[config.mk]
export PLATFORM = sky130hd
export DESIGN_NAME = noise_seq_ctrl
export DESIGN_NICKNAME = d
export VERILOG_FILES = /design/src/rtl/noise_seq_pkg.sv /design/src/rtl/noise_seq_health.sv /design/src/rtl/noise_seq_ctrl.sv
export SDC_FILE = /design/constraint.sdc
export NUM_CORES = 1
export LEC_CHECK = 0
export ABC_AREA = 1
export ABC_CLOCK_PERIOD_IN_PS = 3300
export CELL_PAD_IN_SITES_DETAIL_PLACEMENT = 0
export CELL_PAD_IN_SITES_GLOBAL_PLACEMENT = 1
export CORE_AREA = 2 2 70 139
export CTS_CLUSTER_DIAMETER = 120
export DETAILED_ROUTE_END_ITERATION = 8
export DIE_AREA = 0 0 72 141
export HOLD_SLACK_MARGIN = 0.06
export PLACE_DENSITY = 0.82
export SLEW_MARGIN = 10
export SYNTH_ARGS = -nofsm -noshare
export SYNTH_HDL_FRONTEND = slang
export SYNTH_SLANG_ARGS = --single-unit
[constraint.sdc]
create_clock -name clk -period 3.3 [get_ports clk]
set_input_delay 0.66 -clock clk [delete_from_list [all_inputs] [get_ports clk]]
set_output_delay 0.66 -clock clk [all_outputs]
set_load 0.01 [all_outputs]
[src/rtl/noise_seq_pkg.sv]
// noise_seq_pkg: shared state encoding and sample width for the noise sequencer
//   state_e  : IDLE, WARMUP, COLLECT, HOLD, FAIL
//   NIBBLE_W : width of one noise_gen sample
package noise_seq_pkg;

    localparam int NIBBLE_W = 4;

    typedef enum logic [2:0] {
        ST_IDLE,
        ST_WARMUP,
        ST_COLLECT,
        ST_HOLD,
        ST_FAIL
    } state_e;

endpackage

[src/rtl/noise_seq_health.sv]
// noise_seq_health: repetition-count health test on captured noise samples
//   clk, rst : clock, synchronous active-high reset
//   capture  : a sample is being captured this cycle
//   sample   : the sample value
//   restart  : forget the previous sample (next capture starts a new run)
//   fail     : pulses on the capture that makes the run reach REP_LIMIT
module noise_seq_health
    import noise_seq_pkg::*;
#(
    parameter int REP_LIMIT = 16
) (
    input  logic                clk,
    input  logic                rst,
    input  logic                capture,
    input  logic [NIBBLE_W-1:0] sample,
    input  logic                restart,
    output logic                fail
);

    localparam int RCW = $clog2(REP_LIMIT + 1);

    logic [RCW-1:0]      rep_cnt_q, rep_cnt_d, rep_nxt;
    logic [NIBBLE_W-1:0] prev_q, prev_d;

    // A zero count means no previous sample exists, so the next capture starts a run of 1.
    always_comb begin
        rep_nxt   = (rep_cnt_q != '0 && sample == prev_q) ? RCW'(rep_cnt_q + 1'b1) : RCW'(1);
        rep_cnt_d = restart ? '0 : capture ? rep_nxt : rep_cnt_q;
        prev_d    = capture ? sample : prev_q;
        fail      = capture && rep_nxt == RCW'(REP_LIMIT);
    end

    always_ff @(posedge clk) begin
        if (rst) begin
            rep_cnt_q <= '0;
            prev_q    <= '0;
        end else begin
            rep_cnt_q <= rep_cnt_d;
            prev_q    <= prev_d;
        end
    end

endmodule

[src/rtl/noise_seq_ctrl.sv]
// noise_seq_ctrl: enables noise_gen, discards warm-up, packs 4-bit samples into words
//   clk, rst    : clock, synchronous active-high reset
//   start/stop  : session start / end pulses
//   noise_enb   : enable to noise_gen;  noise_in : noise_gen sample
//   data_out, data_valid, data_ready : packed word and its valid/ready handshake
//   busy        : not idle;  health_fail : sticky repetition-test failure
// Build option NOISE_SEQ_HEALTH_EN adds the repetition-count test and the FAIL state.
module noise_seq_ctrl
    import noise_seq_pkg::*;
#(
    parameter int WARMUP_CYCLES = 64,
    parameter int WORD_W        = 32,
    parameter int REP_LIMIT     = 16
) (
    input  logic                clk,
    input  logic                rst,
    input  logic                start,
    input  logic                stop,
    output logic                noise_enb,
    input  logic [NIBBLE_W-1:0] noise_in,
    output logic [WORD_W-1:0]   data_out,
    output logic                data_valid,
    input  logic                data_ready,
    output logic                busy,
    output logic                health_fail
);

    localparam int NIB = WORD_W / NIBBLE_W;
    localparam int WCW = $clog2(WARMUP_CYCLES + 1);
    localparam int NCW = $clog2(NIB);
    localparam int SW  = WORD_W - NIBBLE_W;

    if (WARMUP_CYCLES < 1 || WORD_W % NIBBLE_W != 0 || WORD_W < 8 || REP_LIMIT < 2) begin : g_bad_params
        $error("noise_seq_ctrl: illegal parameter set");
    end

    state_e            state_q, state_d;
    logic [WCW-1:0]    wcnt_q, wcnt_d;
    logic [NCW-1:0]    ncnt_q, ncnt_d;
    logic [SW-1:0]     shreg_q, shreg_d;
    logic [WORD_W-1:0] data_q, data_d;
    logic              stop_pend_q, stop_pend_d;
    logic              noise_enb_q, data_valid_q, busy_q, health_fail_q;
    logic              fail;

`ifdef NOISE_SEQ_HEALTH_EN
    logic capture, restart;
    assign capture = state_q == ST_COLLECT && !stop;
    assign restart = state_q == ST_WARMUP && state_d == ST_COLLECT;
    noise_seq_health #(.REP_LIMIT(REP_LIMIT)) u_health (
        .clk     (clk),
        .rst     (rst),
        .capture (capture),
        .sample  (noise_in),
        .restart (restart),
        .fail    (fail)
    );
`else
    assign fail = 1'b0;
`endif

    always_comb begin
        state_d     = state_q;
        wcnt_d      = wcnt_q;
        ncnt_d      = ncnt_q;
        shreg_d     = shreg_q;
        data_d      = data_q;
        stop_pend_d = stop_pend_q;
        case (state_q)
            ST_IDLE: begin
                stop_pend_d = 1'b0;
                if (start && !stop) begin
                    state_d = ST_WARMUP;
                    wcnt_d  = '0;
                end
            end
            ST_WARMUP: begin
                // Counting 0..WARMUP_CYCLES gives the one-cycle start latency plus the full warm-up.
                if (stop) state_d = ST_IDLE;
                else if (wcnt_q == WCW'(WARMUP_CYCLES)) begin
                    state_d = ST_COLLECT;
                    ncnt_d  = '0;
                end else wcnt_d = wcnt_q + 1'b1;
            end
            ST_COLLECT: begin
                shreg_d = SW'({shreg_q, noise_in});
                if (fail) state_d = ST_FAIL;
                else if (stop) state_d = ST_IDLE;
                else if (ncnt_q == NCW'(NIB - 1)) begin
                    state_d     = ST_HOLD;
                    data_d      = {shreg_q, noise_in};
                    stop_pend_d = 1'b0;
                end else ncnt_d = ncnt_q + 1'b1;
            end
            ST_HOLD: begin
                // A stop never withdraws the held word; it only decides where acceptance leads.
                if (data_valid_q && data_ready) begin
                    state_d = (stop_pend_q || stop) ? ST_IDLE : ST_COLLECT;
                    ncnt_d  = '0;
                end else if (stop) stop_pend_d = 1'b1;
            end
            ST_FAIL: state_d = ST_FAIL;
            default: state_d = ST_IDLE;
        endcase
    end

    always_ff @(posedge clk) begin
        if (rst) begin
            state_q       <= ST_IDLE;
            wcnt_q        <= '0;
            ncnt_q        <= '0;
            shreg_q       <= '0;
            data_q        <= '0;
            stop_pend_q   <= 1'b0;
            noise_enb_q   <= 1'b0;
            data_valid_q  <= 1'b0;
            busy_q        <= 1'b0;
            health_fail_q <= 1'b0;
        end else begin
            state_q       <= state_d;
            wcnt_q        <= wcnt_d;
            ncnt_q        <= ncnt_d;
            shreg_q       <= shreg_d;
            data_q        <= data_d;
            stop_pend_q   <= stop_pend_d;
            noise_enb_q   <= state_d == ST_WARMUP || state_d == ST_COLLECT || state_d == ST_HOLD;
            data_valid_q  <= state_d == ST_HOLD;
            busy_q        <= state_d != ST_IDLE;
            health_fail_q <= state_d == ST_FAIL;
        end
    end

    assign noise_enb   = noise_enb_q;
    assign data_out    = data_q;
    assign data_valid  = data_valid_q;
    assign busy        = busy_q;
    assign health_fail = health_fail_q;

endmodule

==> results.json, run 1 <==
{
  "run_status": "completed",
  "vias_per_cell": 4.72,
  "setup_viol": 0,
  "r2r_cells": 8,
  "ios": 45,
  "ys_ff_latch": 78,
  "design_area_um2": 3890,
  "grt_pass1_vias": 2415,
  "synth_nets": 435,
  "path_buf_inv": 2,
  "postCtsSetupBuffers": 0,
  "met1_usage": 0.188,
  "hpwlAfterDp_mm": 4.15,
  "grt_overflow_total": 0,
  "cp.arrival_ns": 2.37,
  "clk_pin_slew_ns": 0.06,
  "fp.dieW_um": 72,
  "wl_per_cell_um": 11.5,
  "worst_slew_pin_slew_ns": 0.494,
  "cellPowerDensity_nw_per_um2": 509,
  "fin_nets": 474,
  "whs_path_depth": 2,
  "skew_ns": 0.00432,
  "numCtsBuffers": 9,
  "drt-total-wl_mm": 6.56,
  "cp_slowest_stage_delay_ns": 0.57,
  "p_leak_uw": 0.00166,
  "root_buffer": "clkbuf_16",
  "max-slew-margin-rel": 0.670,
  "grt_pass1_wl_mm": 11.2,
  "slew_viol_final": 0,
  "reg2reg_slack_ns": 1.30,
  "place_congestion": 0.853,
  "grt_start_max_net_pins": 65,
  "hold_path.class": "register to register",
  "start_kind": "input pin",
  "synthFlopType": "dfxtp_1",
  "drc": 0,
  "cts_tree": "done",
  "cts.sinks": 78,
  "cp_top_family": "buffers and inverters",
  "crit_cells": 6,
  "syn_avg_cell_area_um2": 7.40,
  "hp-start": "data_out[6]",
  "crit_type": "input pin to register",
  "final_hold_viol_count": 0,
  "endpoint_kind": "register",
  "grt_busiest_layer": "met2",
  "slowest_stage": "clkdlybuf4s50_1",
  "dieArea_um2": 10200,
  "track_usage": 0.137,
  "worstPathMaxFanout": 34,
  "cts_hold_buf": 0,
  "ys_seq_area_frac": 0.500,
  "drt_pass1_iterations": 4,
  "critical_path.reg2reg.endpoint": "data_out[31]",
  "syn_area_um2": 3120,
  "fp.dieH_um": 141,
  "maxCapViolations": 0,
  "yosysUniqueCellTypes": 29,
  "cp.required_ns": 3.52,
  "core_area_um2": 9200,
  "drive_gt1_frac": 0.0644,
  "max-vdd-ir-drop_v": 0.000301,
  "h-tree-depth": 3,
  "drt_iter0_drc": 124,
  "yosysWarningCount": 0,
  "period_needed_ns": 2.14,
  "use_met3": 0.0350,
  "syn_inst": 422,
  "diodes": 0,
  "rsz0062_at_grt": "no",
  "async_flop_share": 0,
  "final_antenna_net_count": 0,
  "r2r-start": "ncnt_q[0]",
  "antenna_found_initial": 0,
  "num_vias": 2690,
  "tns_ns": 0,
  "ctsResizeCount": 0,
  "clockBufferDepth": 2,
  "clock.fmax_mhz": 467,
  "hold_path_end": "data_out[6]",
  "clk_latency_ns": 0.33,
  "postPlaceCellArea_um2": 3590,
  "fp-row-count": 50,
  "synth-edff-count": 0,
  "path_common_cell": "nor2_1",
  "use_met2": 0.200,
  "worstPathCellList": "clkdlybuf4s50_1, nor2_1, nand2_4, clkinv_2, nor2_1, nor2_1",
  "syn2layout_area_growth_pct": 24.6,
  "n_fill_cell": 974,
  "fin_crit_sh": 0.649,
  "start_util": 0.339,
  "io_buffers": 44
}
## synthesized netlist by cell type (all sizes together) (2+ instances only)
cell type,instances,area share
a21oi,9,0.018
buf,8,0.024
clkbuf,11,0.014
clkinv,2,0.0028
dfxtp,78,0.50
ha,4,0.016
inv,24,0.029
nand2,51,0.065
nand3,13,0.022
nand4,2,0.0040
nor2,147,0.18
nor3,3,0.0084
o211ai,2,0.0048
o21ai,63,0.10
xor2,2,0.0056
## per-layer routing
metal	vias up	routed length [µm]
li1	1415	-
met1	1201	3210
met2	65	2950
met3	9	283
met4	0	120
met5	-	0
## how the worst max path moves through the flow
stage               slack, ns            to  from
finish                   1.16  data_out[31]  stop
global route             0.93  data_out[11]  stop
CTS                      1.15  data_out[18]  stop
detailed placement       0.79  data_out[18]  stop
global placement         0.84  data_out[20]  stop
floorplan                1.88     wcnt_q[3]  stop
## cell families after synthesis
kind of cell,Yosys count,synth area share
simple gates,217,0.280
flops,78,0.500
compound gates,76,0.128
buf+inv,45,0.0701
fa+ha+maj,4,0.0160
xor+xnor,2,0.00561
## worst register-to-register path: cells and delay by family (launching register included)
| family | cells | cell delay (ns) |
|---|---|---|
| simple gates | 4 | 0.63 |
| buf+inv | 2 | 0.53 |
| fa+ha+maj | 2 | 0.41 |
| flops | 1 | 0.32 |
## cells in the final DEF (no fill, tap or decap), types with 2 or more instances in the layout
| cell type | instances |
|---|---|
| xor2_1 | 2 |
| nand3_1 | 12 |
| clkbuf_16 | 9 |
| dfxtp_1 | 78 |
| nand2_1 | 49 |
| nand4_1 | 2 |
| clkbuf_8 | 3 |
| inv_2 | 3 |
| ha_1 | 4 |
| clkdlybuf4s50_1 | 44 |
| clkinvlp_4 | 2 |
| nor2_1 | 145 |
| nor2_2 | 2 |
| o21ai_0 | 63 |
| buf_4 | 3 |
| a21oi_1 | 8 |
| o211ai_1 | 2 |
| nor3_1 | 2 |
| clkinv_2 | 2 |
| inv_1 | 21 |
## sequential cells by signal, summed over array words and instances (netlist names)
register     flops
data_out        32
ncnt_q           3
data_valid       1
health_fail      1
state_q          3
wcnt_q           7
stop_pend_q      1
noise_enb        1
shreg_q         28
busy             1
## where the power goes
group	internal, µW	switching, µW
sequential	948	4.61
clock	572	383
combinational	28.8	44.9
total	1550	433
## area by class of cell
| type | instances | area, µm² | share of cell area |
|---|---|---|---|
| Tap cell | 104 | 130 | 0.0335 |
| Inverter | 26 | 98.8 | 0.0254 |
| Clock inverter | 4 | 28.8 | 0.00740 |
| Timing Repair Buffer | 47 | 463 | 0.119 |
| Clock buffer | 12 | 267 | 0.0685 |
| Sequential cell | 78 | 1560 | 0.401 |
| Multi-Input combinational cell | 299 | 1340 | 0.345 |
## per-stage QoR
stage	utilization	power (µW)	setup WS (ns)	std cells	hold slack, ns
after global routing	0.423	2060	0.933	570	0.500
after CTS	0.423	2010	1.15	570	0.486
after global placement	0.391	1050	0.841	554	0.465
after floorplan	-	1020	1.88	422	0.459
final	0.423	1980	1.16	570	0.478
after detailed placement	0.391	1050	0.793	554	0.473
(Power assumes the default switching activity.)
==> run 2, diff against run 1 <==
- ABC_CLOCK_PERIOD_IN_PS: 3300 -> 2000
- clock period: 3.3 -> 2 ns (I/O delays scaled with it)
==> results.json, run 2 (synthesis results as in run 1) <==
{
  "start_kind": "register",
  "rsz0062_at_grt": "no",
  "layout_commonest_cell": "nor2_1",
  "core_area_um2": 9200,
  "p_sw_uw": 719,
  "fp.dieH_um": 141,
  "design_area_um2": 3900,
  "cp.required_ns": 2.22,
  "grt_start_max_net_pins": 65,
  "cp_slowest_stage_delay_ns": 0.33,
  "slowest_stage": "clkinv_2",
  "period_needed_ns": 1.70,
  "root_buffer": "clkbuf_16",
  "cellPowerDensity_nw_per_um2": 831,
  "place_congestion": 0.850,
  "cts_tree": "done",
  "grt_overflow_total": 0,
  "switching_share": 0.222,
  "hp-start": "data_out[6]",
  "clk_latency_ns": 0.33,
  "setup_viol": 0,
  "path_common_cell": "nor2_1",
  "critical_path.reg2reg.endpoint": "data_out[20]",
  "r2r_cells": 8,
  "ctsResizeCount": 0,
  "final_hold_viol_count": 0,
  "max-slew-margin-rel": 0.667,
  "p_leak_uw": 0.00167,
  "cts_hold_buf": 0,
  "worst_slew_pin_slew_ns": 0.500,
  "clk_pin_slew_ns": 0.06,
  "intPower_uw": 2520,
  "seqPwrFrac": 0.484,
  "drt_pass1_iterations": 4,
  "tns_ns": 0,
  "grt_pass1_vias": 2328,
  "skew_ns": 0.00550,
  "fin_nets": 477,
  "hpwlAfterDp_mm": 4.29,
  "start_util": 0.339,
  "postPlaceCellArea_um2": 3620,
  "whs_path_depth": 2,
  "drt-total-wl_mm": 6.50,
  "hold_path.class": "register to register",
  "endpoint_kind": "register",
  "worstPathMaxFanout": 32,
  "drc": 0,
  "num_vias": 2698,
  "layout_common_cells": "145 x nor2_1, 78 x dfxtp_1, 63 x o21ai_0",
  "cp.arrival_ns": 1.92,
  "postCtsSetupBuffers": 0,
  "max-vdd-ir-drop_v": 0.000464,
  "syn2layout_area_growth_pct": 25.0,
  "track_usage": 0.137,
  "reg2reg_slack_ns": 0.30,
  "maxCapViolations": 0,
  "grt_pass1_wl_mm": 11.1,
  "h-tree-depth": 3,
  "io_buffers": 44,
  "slew_viol_final": 0,
  "cts.sinks": 78,
  "final_antenna_net_count": 0,
  "clkPwrFrac": 0.478,
  "vias_per_cell": 4.71,
  "numCtsBuffers": 9,
  "fp-row-count": 50,
  "fp.dieW_um": 72,
  "crit_type": "register to register",
  "hold_path_end": "data_out[6]",
  "worstPathCellList": "ha_1, ha_1, inv_1, nor2_1, nand2_4, clkinv_2, nor2_1, nor2_1",
  "fin_crit_sh": 0.849,
  "n_fill_cell": 957,
  "ios": 45,
  "pwr-share-comb": 0.037,
  "run_status": "completed",
  "antenna_found_initial": 0,
  "clock.fmax_mhz": 589,
  "drt_iter0_drc": 185,
  "diodes": 0,
  "drive_gt1_frac": 0.0682,
  "wl_per_cell_um": 11.3,
  "largest_reg_flops": 32,
  "r2r-start": "ncnt_q[0]",
  "clockBufferDepth": 2,
  "dieArea_um2": 10200
}
run 2: changes by cell type in the layout (fill, tap and decap cells not counted), sizes merged:
cell,before,now
buf,3,6
clkinv,3,4
clkinvlp,2,1
run 2: cell type report:
class	count	area [µm²]	share of cell area
Multi-Input combinational cell	299	1340	0.344
Inverter	26	98.8	0.0253
Tap cell	104	130	0.0333
Clock buffer	12	256	0.0657
Timing Repair Buffer	50	485	0.124
Clock inverter	4	30.0	0.00769
Sequential cell	78	1560	0.400
run 2: power by group through the flow:
stage | sequential (µW) | combinational [µW] | clock, µW
after CTS | 1570 | 122 | 1590
after global placement | 1610 | 123 | 0
after global routing | 1570 | 138 | 1660
after detailed placement | 1610 | 121 | 0
final | 1570 | 121 | 1550
after floorplan | 1600 | 78.4 | 0
run 2: critical path: cells and delay by family, from the launching register on:
family | cells | cell delay (ns)
buffers and inverters | 2 | 0.40
AND/OR/NAND/NOR | 4 | 0.44
adder cells (fa/ha/maj) | 2 | 0.41
flip-flops | 1 | 0.32
run 2: worst max-delay path by stage:
stage	to	start	depth (start not counted)	slack (ns)
after floorplan	busy	ncnt_q[0]	10	0.61
after global placement	data_out[3]	stop	6	0.07
after detailed placement	data_out[20]	stop	6	0.03
after CTS	data_out[20]	ncnt_q[0]	8	0.26
after global routing	data_out[1]	ncnt_q[0]	8	0.12
final	data_out[20]	ncnt_q[0]	8	0.30
run 2: metrics by stage:
stage	std cells	util	hold slack (ns)	total power (µW)	setup WS (ns)
2_1_floorplan	422	-	0.459	1680	0.611
3_3_place_gp	557	0.393	0.465	1730	0.0731
3_5_place_dp	557	0.393	0.473	1730	0.0288
4_1_cts	573	0.424	0.487	3280	0.255
5_1_grt	573	0.424	0.503	3370	0.118
6_report	573	0.424	0.480	3240	0.301
run 2: metal layers:
layer  share of wire  GRT usage  vias up
met3           0.039     0.0336        8
met5               0          0        -
met2            0.44      0.197       56
met1            0.50      0.193     1207
li1                -          -     1427
met4           0.016     0.0566        0
==> run 3, diff against run 2 <==
- ABC_CLOCK_PERIOD_IN_PS: 2000 -> 1700
- clock period: 2 -> 1.7 ns (I/O delays scaled with it)
==> results.json, run 3 (synthesis results as in run 1) <==
{
  "run_status": "completed",
  "cp.required_ns": 1.93,
  "diodes": 0,
  "fp.dieW_um": 72,
  "h-tree-depth": 3,
  "dieArea_um2": 10200,
  "fp.dieH_um": 141,
  "fp-row-count": 50,
  "postPlaceCellArea_um2": 3720,
  "drive_gt1_frac": 0.0861,
  "clock.fmax_mhz": 635,
  "drt_pass1_iterations": 4,
  "p_leak_uw": 0.00173,
  "period_needed_ns": 1.57,
  "antenna_found_initial": 0,
  "clk_latency_ns": 0.34,
  "place_congestion": 0.854,
  "cp_slowest_stage_delay_ns": 0.36,
  "cts_tree": "done",
  "hpwlAfterDp_mm": 4.33,
  "start_util": 0.339,
  "clockBufferDepth": 2,
  "cellPowerDensity_nw_per_um2": 969,
  "cp.arrival_ns": 1.80,
  "holdWs_ns": 0.476,
  "worstPathMaxFanout": 16,
  "fin_nets": 484,
  "drc": 0,
  "final_hold_viol_count": 0,
  "grt_start_max_net_pins": 65,
  "crit_type": "register to register",
  "num_vias": 2711,
  "utilization": 0.439,
  "io_buffers": 44,
  "worstPathCellList": "ha_1, ha_2, inv_1, nor2_1, nand2_4, buf_12, o21ai_0, nor2_1",
  "worst_slew_pin_slew_ns": 0.278,
  "grt_pass1_wl_mm": 11.4,
  "maxCapViolations": 0,
  "endpoint_kind": "register",
  "start_kind": "register",
  "track_usage": 0.141,
  "core_area_um2": 9200,
  "clk_pin_slew_ns": 0.06,
  "ios": 45,
  "final_antenna_net_count": 0,
  "grt_busiest_layer": "met2",
  "hold_path.class": "register to register",
  "use_met2": 0.200,
  "largest_reg_flops": 32,
  "finalNonFillerCells": 580,
  "path_common_cell": "nor2_1",
  "drt_iter0_drc": 162,
  "drt-total-wl_mm": 6.54,
  "dp.cells": 562,
  "met1_usage": 0.190,
  "skew_ns": 0.00444,
  "vias_per_cell": 4.67,
  "root_buffer": "clkbuf_16",
  "wl_per_cell_um": 11.3,
  "grt_overflow_total": 0,
  "rsz0062_at_grt": "no",
  "max-vdd-ir-drop_v": 0.000601,
  "grt_pass1_vias": 2466,
  "fin_crit_sh": 0.926,
  "cts.sinks": 78,
  "setup_viol": 0,
  "design_area_um2": 4030,
  "syn2layout_area_growth_pct": 29.2,
  "slowest_stage": "dfxtp_1",
  "numCtsBuffers": 9,
  "layout_commonest_cell": "nor2_1",
  "max-slew-margin-rel": 0.814,
  "layout_common_cells": "145 x nor2_1, 78 x dfxtp_1, 63 x o21ai_0",
  "slew_viol_final": 0,
  "use_met3": 0.0422
}
-- run 3: cell types whose count changed in the layout (fill, tap and decap cells not counted), sizes merged --
cell / delta
clkinvlp: +1
bufinv: +1
buf: +7
clkbuf: -3
clkinv: +1
-- run 3: path summary, 6_finish.rpt --
check / start / endpoint / slack (ns) / cells past startpoint
setup / recovery: ncnt_q[0] / data_out[9] / 0.13 / 8
hold / removal: data_out[19] / data_out[19] / 0.48 / 2
setup reg to reg: ncnt_q[0] / data_out[9] / 0.13 / 8
hold reg to reg: data_out[19] / data_out[19] / 0.48 / 2
-- run 3: area by class of cell --
type	count	area (µm²)
inverter	26	98.8
sequential	78	1560
multi-input combinational	299	1340
tap	104	130
fill	965	5160
clock inverter	7	72.6
clock buffer	9	225
timing repair buffer	57	601
-- run 3: layer usage --
metal	wire [µm]	up-vias
li1	-	1441
met1	3190	1201
met2	2870	58
met3	288	11
met4	194	0
met5	0	-
-- run 3: what timing repair did --
item / 4_1_cts / 5_1_grt
endpoints found under the setup margin: 0 / 5
hold buffers: 0 / 0
resized for setup: 0 / 1
setup buffers: 0 / 2
-- run 3: power breakdown --
group          total [µW]  switching (µW)  internal (µW)
Sequential           1850            7.53           1840
Clock                1910             772           1140
Combinational         153            89.8           62.9
Total                3910             870           3040
-- run 3: worst max-delay path, delay by kind of cell (launching register included) --
family	cells	cell delay, ns
compound gates	1	0.20
fa+ha+maj	2	0.35
buf+inv	2	0.21
flops	1	0.36
simple gates	3	0.34
-- run 3: through the flow --
stage	TNS (ns)	total power [µW]	setup slack [ns]
final	0	3910	0.125
after global placement	-0.318	2040	-0.0508
after detailed placement	-0.465	2040	-0.0683
after floorplan	0	1980	0.311
after CTS	0	3970	0.0731
after global routing	0	4060	0.0208
